## src/rtl/rst_seq_pkg.sv

```systemverilog
// Shared types and helpers for the rst_seq reset sequencer.
// Optional software request path is enabled by RST_SEQ_SW_REQ_EN.
package rst_seq_pkg;

  typedef enum logic [1:0] {
    ST_HOLD    = 2'd0,
    ST_STAGGER = 2'd1,
    ST_RUN     = 2'd2
  } state_t;

  localparam int SEQ_CNT_W = 8;

  function automatic int width_of(input int v);
    return (v <= 1) ? 1 : $clog2(v);
  endfunction

endpackage

```

## src/rtl/rst_seq_timer.sv

```systemverilog
// Count-up timer with clear and a terminal match against a runtime limit.
// Used by rst_seq (RST_SEQ_SW_REQ_EN selects the request path there).
module rst_seq_timer #(
  parameter int W = 3
) (
  input  logic         clk_i,
  input  logic         i_clr,
  input  logic [W-1:0] i_limit,
  output logic         o_hit
);

  logic [W-1:0] r_cnt;

  // Hit on the edge that completes the limit-th count since the clear.
  assign o_hit = (({1'b0, r_cnt} + (W+1)'(1)) == {1'b0, i_limit});

  always_ff @(posedge clk_i) begin
    if (i_clr)
      r_cnt <= '0;
    else if (!o_hit)
      r_cnt <= r_cnt + W'(1);
  end

endmodule

```

## src/rtl/rst_seq.sv

```systemverilog
// Staggered reset sequencer: hold all domains, then release one by one.
// Define RST_SEQ_SW_REQ_EN to let sw_req_i re-run the sequence.
module rst_seq
  import rst_seq_pkg::*;
#(
  parameter int N_DOMAINS      = 3,
  parameter int HOLD_CYCLES    = 5,
  parameter int STAGGER_CYCLES = 2
) (
  input  logic                 clk_i,
  input  logic                 rst_i,
  input  logic                 sw_req_i,
  output logic [N_DOMAINS-1:0] rst_no,
  output logic                 busy_o,
  output logic                 done_o,
  output logic [SEQ_CNT_W-1:0] seq_cnt_o
);

  localparam int TMAX =
    (HOLD_CYCLES > STAGGER_CYCLES) ? HOLD_CYCLES : STAGGER_CYCLES;
  localparam int TW = width_of(TMAX + 1);
  localparam int IW = width_of(N_DOMAINS);
  localparam bit ONE_SHOT = (N_DOMAINS == 1) || (STAGGER_CYCLES == 0);

  state_t                 r_state, w_state;
  logic [IW-1:0]          r_idx, w_idx;
  logic [N_DOMAINS-1:0]   r_rst_no, w_rst_no;
  logic                   r_busy, w_busy;
  logic                   r_done, w_done;
  logic [SEQ_CNT_W-1:0]   r_cnt, w_cnt, w_cnt_inc;
  logic                   w_tmr_clr;
  logic [TW-1:0]          w_limit;
  logic                   w_hit;
  logic                   w_req;

`ifdef RST_SEQ_SW_REQ_EN
  assign w_req = sw_req_i;
`else
  logic w_unused_req;
  assign w_unused_req = sw_req_i;
  assign w_req = 1'b0;
`endif

  assign w_cnt_inc = (r_cnt == '1) ? r_cnt : r_cnt + SEQ_CNT_W'(1);

  rst_seq_timer #(.W(TW)) u_timer (
    .clk_i   (clk_i),
    .i_clr   (rst_i | w_tmr_clr),
    .i_limit (w_limit),
    .o_hit   (w_hit)
  );

  always_comb begin
    w_state   = r_state;
    w_idx     = r_idx;
    w_rst_no  = r_rst_no;
    w_busy    = r_busy;
    w_done    = 1'b0;
    w_cnt     = r_cnt;
    w_tmr_clr = 1'b0;
    w_limit   = (r_state == ST_HOLD) ? TW'(HOLD_CYCLES)
                                     : TW'(STAGGER_CYCLES);
    unique case (r_state)
      ST_HOLD: begin
        if (w_hit) begin
          w_tmr_clr = 1'b1;
          if (ONE_SHOT) begin
            w_rst_no = {N_DOMAINS{1'b1}};
            w_busy   = 1'b0;
            w_done   = 1'b1;
            w_cnt    = w_cnt_inc;
            w_state  = ST_RUN;
          end else begin
            w_rst_no = r_rst_no | N_DOMAINS'(1);
            w_idx    = IW'(1);
            w_state  = ST_STAGGER;
          end
        end
      end
      ST_STAGGER: begin
        if (w_hit) begin
          w_tmr_clr = 1'b1;
          w_rst_no  = r_rst_no | (N_DOMAINS'(1) << r_idx);
          if (r_idx == IW'(N_DOMAINS - 1)) begin
            w_busy  = 1'b0;
            w_done  = 1'b1;
            w_cnt   = w_cnt_inc;
            w_state = ST_RUN;
          end else begin
            w_idx = r_idx + IW'(1);
          end
        end
      end
      ST_RUN: begin
        w_tmr_clr = 1'b1;
      end
      default: begin
        w_tmr_clr = 1'b1;
        w_state   = ST_HOLD;
      end
    endcase
    // A request beats any release on the same edge.
    if (w_req) begin
      w_state   = ST_HOLD;
      w_idx     = '0;
      w_rst_no  = '0;
      w_busy    = 1'b1;
      w_done    = 1'b0;
      w_cnt     = r_cnt;
      w_tmr_clr = 1'b1;
    end
  end

  always_ff @(posedge clk_i) begin
    if (rst_i) begin
      r_state  <= ST_HOLD;
      r_idx    <= '0;
      r_rst_no <= '0;
      r_busy   <= 1'b1;
      r_done   <= 1'b0;
      r_cnt    <= '0;
    end else begin
      r_state  <= w_state;
      r_idx    <= w_idx;
      r_rst_no <= w_rst_no;
      r_busy   <= w_busy;
      r_done   <= w_done;
      r_cnt    <= w_cnt;
    end
  end

  assign rst_no    = r_rst_no;
  assign busy_o    = r_busy;
  assign done_o    = r_done;
  assign seq_cnt_o = r_cnt;

endmodule

```

## config.mk

```make
export PLATFORM = sky130hd
export DESIGN_NAME = rst_seq
export DESIGN_NICKNAME = d
export VERILOG_FILES = /design/src/rtl/rst_seq_pkg.sv /design/src/rtl/rst_seq_timer.sv /design/src/rtl/rst_seq.sv
export SDC_FILE = /design/constraint.sdc
export NUM_CORES = 1
export LEC_CHECK = 0
export BUFFER_PORTS_ARGS = -buffer_cell sky130_fd_sc_hd__clkbuf_2
export CAP_MARGIN = 40
export CORE_ASPECT_RATIO = 1.4
export CORE_MARGIN = 2
export CORE_UTILIZATION = 50
export DETAILED_ROUTE_END_ITERATION = 7
export PLACE_DENSITY = 0.72
export SLEW_MARGIN = 25
export SYNTH_ARGS = -nofsm -noshare
export SYNTH_HDL_FRONTEND = slang
export SYNTH_HIERARCHICAL = 1
export SYNTH_SLANG_ARGS = --single-unit
```

## constraint.sdc

```tcl
create_clock -name clk_i -period 7 [get_ports clk_i]
set_clock_uncertainty 0.15 [all_clocks]
set_input_delay 1.05 -clock clk_i [delete_from_list [all_inputs] [get_ports clk_i]]
set_output_delay 1.05 -clock clk_i [all_outputs]
set_load 0.005 [all_outputs]
```

==> run summary <==
Die width -> 41.4 um
Placed cell area -> 0.00105 mm2
Final Hold Viols -> 0
Post-route clock period utilization -> 41.0%
Most numerous cell in the Yosys netlist -> dfxtp_1
Area contributors post-synth -> dfxtp_1, ha_1, a21oi_1, nor2_1, nand3_1
Synth area leader -> dfxtp_1
Initial antenna violation count -> 0
Post-route DRC -> 0
Global-route usage over all layers -> 16.0%
Pre-antenna DRT Iters -> 3
Power Dens Cells -> 291 mW/mm2
Synth Area in XOR/XNOR -> 3.58%
FF+latch count, synth -> 20
Number of synthesized flops with an enable pin -> 0
Adder-cell share of the synthesized area -> 6.39%
Crit start category -> register
Design Area, Final -> 0.00110 mm2
Share of cells above drive strength 1 -> 17.6%
Setup crit end kind -> register
Top-area cell type share of the netlist area -> 40.9%
DR iter-0 viols -> 9
H-tree Lvls -> 1
Post-synthesis cell area -> 980 um2
Clk sinks -> 20
Post-DRT Antenna Nets -> 0
Simple-Gate Fraction of Synth Area -> 26.7%
CP max-delay cell -> nor2b_1
Setup TNS -> 0 ps
Post-synthesis mux area share -> 3.19%
CTS max path bufs -> 2
Status -> finished clean
Port-buffer cells -> 14
CP bufs+invs -> 1
Ant. Diodes -> 0
Post-place setup slack -> 4130 ps
Vias per cell -> 5.63
Tightest Pin Transition -> 464 ps
Hold Path Class -> reg2reg
Setup violators final -> 0
Fin crit period -> 2870 ps
Main combinational cell family by area after synthesis -> simple AND/OR/NAND/NOR gates
Synth Instances -> 112
Leakage -> 0.423 nW
CTS tree -> built
Vias in the first global route -> 732
Clk pin slew, worst setup/hold paths -> 120 ps
CP Cell Sequence -> nor2_1 -> inv_1 -> xor2_1 -> nor3_2 -> nor2b_1 -> nand3_1 -> or4_1 -> a21oi_1
Via count -> 816
Compound-Gate Fraction of Synth Area -> 14.6%
Ys async rst share -> 0%
Area delta synth->final -> 12.3%
Total power -> 320 uW
Final WL -> 1660 um
GP Congestion -> 0.757
First-pass GRT wire length -> 3020 um
Sequential area share after synthesis -> 40.9%
# IOs -> 16
Slew margin rel. -> 69.1%
Row cnt -> 18
HPWL after detailed placement -> 1250 um
WL/cell -> 11.4 um
Hold buffers post-CTS -> 0
Arrival time of the worst setup path -> 2950 ps
Synth cell types -> 33
Max VDD drop -> 0.167 mV
Slew Viols, Final -> 0
Count of nets after finishing -> 134
CTS buffer count -> 3
CTS root buffer -> clkbuf_4
RSZ-0062 raised after global routing -> no
Ys flop type -> dfxtp_1
# resized after CTS -> 0
Synth Area per Inst -> 8.75 um2
Clock latency on the worst-skew pair -> 290 ps
Crit path max-delay family -> simple AND/OR/NAND/NOR gates
Setup ws final -> 4130 ps
Die H -> 56.4 um
Setup Buffers After CTS -> 0
Die ar. -> 0.00233 mm2
F_max -> 0.348 GHz
Ys Warns -> 6
Max_cap viols -> 0
Initial Util -> 54.4%
Largest net degree at the start of global routing -> 19
CP max stage delay -> 460 ps
Critical Path RT -> 7080 ps
Max FO, Critical Path -> 11
Core area -> 0.00180 mm2
Setup CP Type -> reg2reg
Commonest cells post-synth -> dfxtp_1, nor2_1, a21oi_1
Gr ovfl total -> 0
Fillers -> 178
Net Count, Synth -> 120
Core Util, Final -> 61.0%
power breakdown:
part,total (mW),switching [mW],leakage [nW],internal [mW]
combinational,0.0853,0.0468,0.233,0.0385
sequential,0.142,0.0154,0.162,0.127
clock,0.0923,0.0345,0.0279,0.0578
total,0.320,0.0967,0.423,0.223
sequential cells by signal (all words and copies together), names as in the netlist:
name,cells
rst_no,3
done_o,1
busy_o,1
seq_cnt_o,8
r_state,2
u_timer/r_cnt,3
r_idx,2
layout by cell type, fill, tap and decap left out, drive strengths merged, types with 3 or more instances in the layout:
master / n
o31ai: 3
clkbuf: 17
nand3: 7
nand2: 6
a21oi: 10
o21ai: 7
inv: 5
or4: 3
nand2b: 4
or3: 3
nor2: 10
ha: 5
dfxtp: 20
nor2b: 3
stage by stage:
step | std cells | hold slack (ps)
floorplan | 112 | 299
global placement | 141 | 284
detailed placement | 141 | 294
CTS | 145 | 322
global route | 145 | 363
finish | 145 | 329
cells by family (layout without fill, tap and decap cells):
family / after synthesis / after routing
compound gates: 24 / 24
xor+xnor: 4 / 4
fa+ha+maj: 5 / 5
buf+inv: 10 / 23
flops: 20 / 20
mux: 3 / 3
simple gates: 46 / 46
routing by layer:
metal	vias up	part of all wire [%]	wire length (um)	track usage [%]
met5	-	0	0	0
li1	423	-	-	-
met1	383	45	753	19.4
met4	0	1.1	19	8.29
met3	2	2.1	34	2.25
met2	8	51	848	27.0
worst paths after layout:
kind | endpoint | slack [ps] | depth (start not counted) | startpoint
setup / recovery | seq_cnt_o[6] | 4130 | 8 | r_state[0]
hold / removal | busy_o | 330 | 1 | busy_o
setup reg to reg | seq_cnt_o[6] | 4130 | 8 | r_state[0]
hold reg to reg | busy_o | 330 | 1 | busy_o
area by class of cell:
cell class | instances | area [um2] | area share [%]
Timing Repair Buffer | 14 | 70.1 | 6.37
Inverter | 5 | 18.8 | 1.71
Tap cell | 20 | 25.0 | 2.28
Clock buffer | 3 | 22.5 | 2.05
Multi-Input combinational cell | 82 | 533 | 48.5
Sequential cell | 20 | 400 | 36.4
Clock inverter | 1 | 30.0 | 2.73
(Power assumes the default switching activity.)
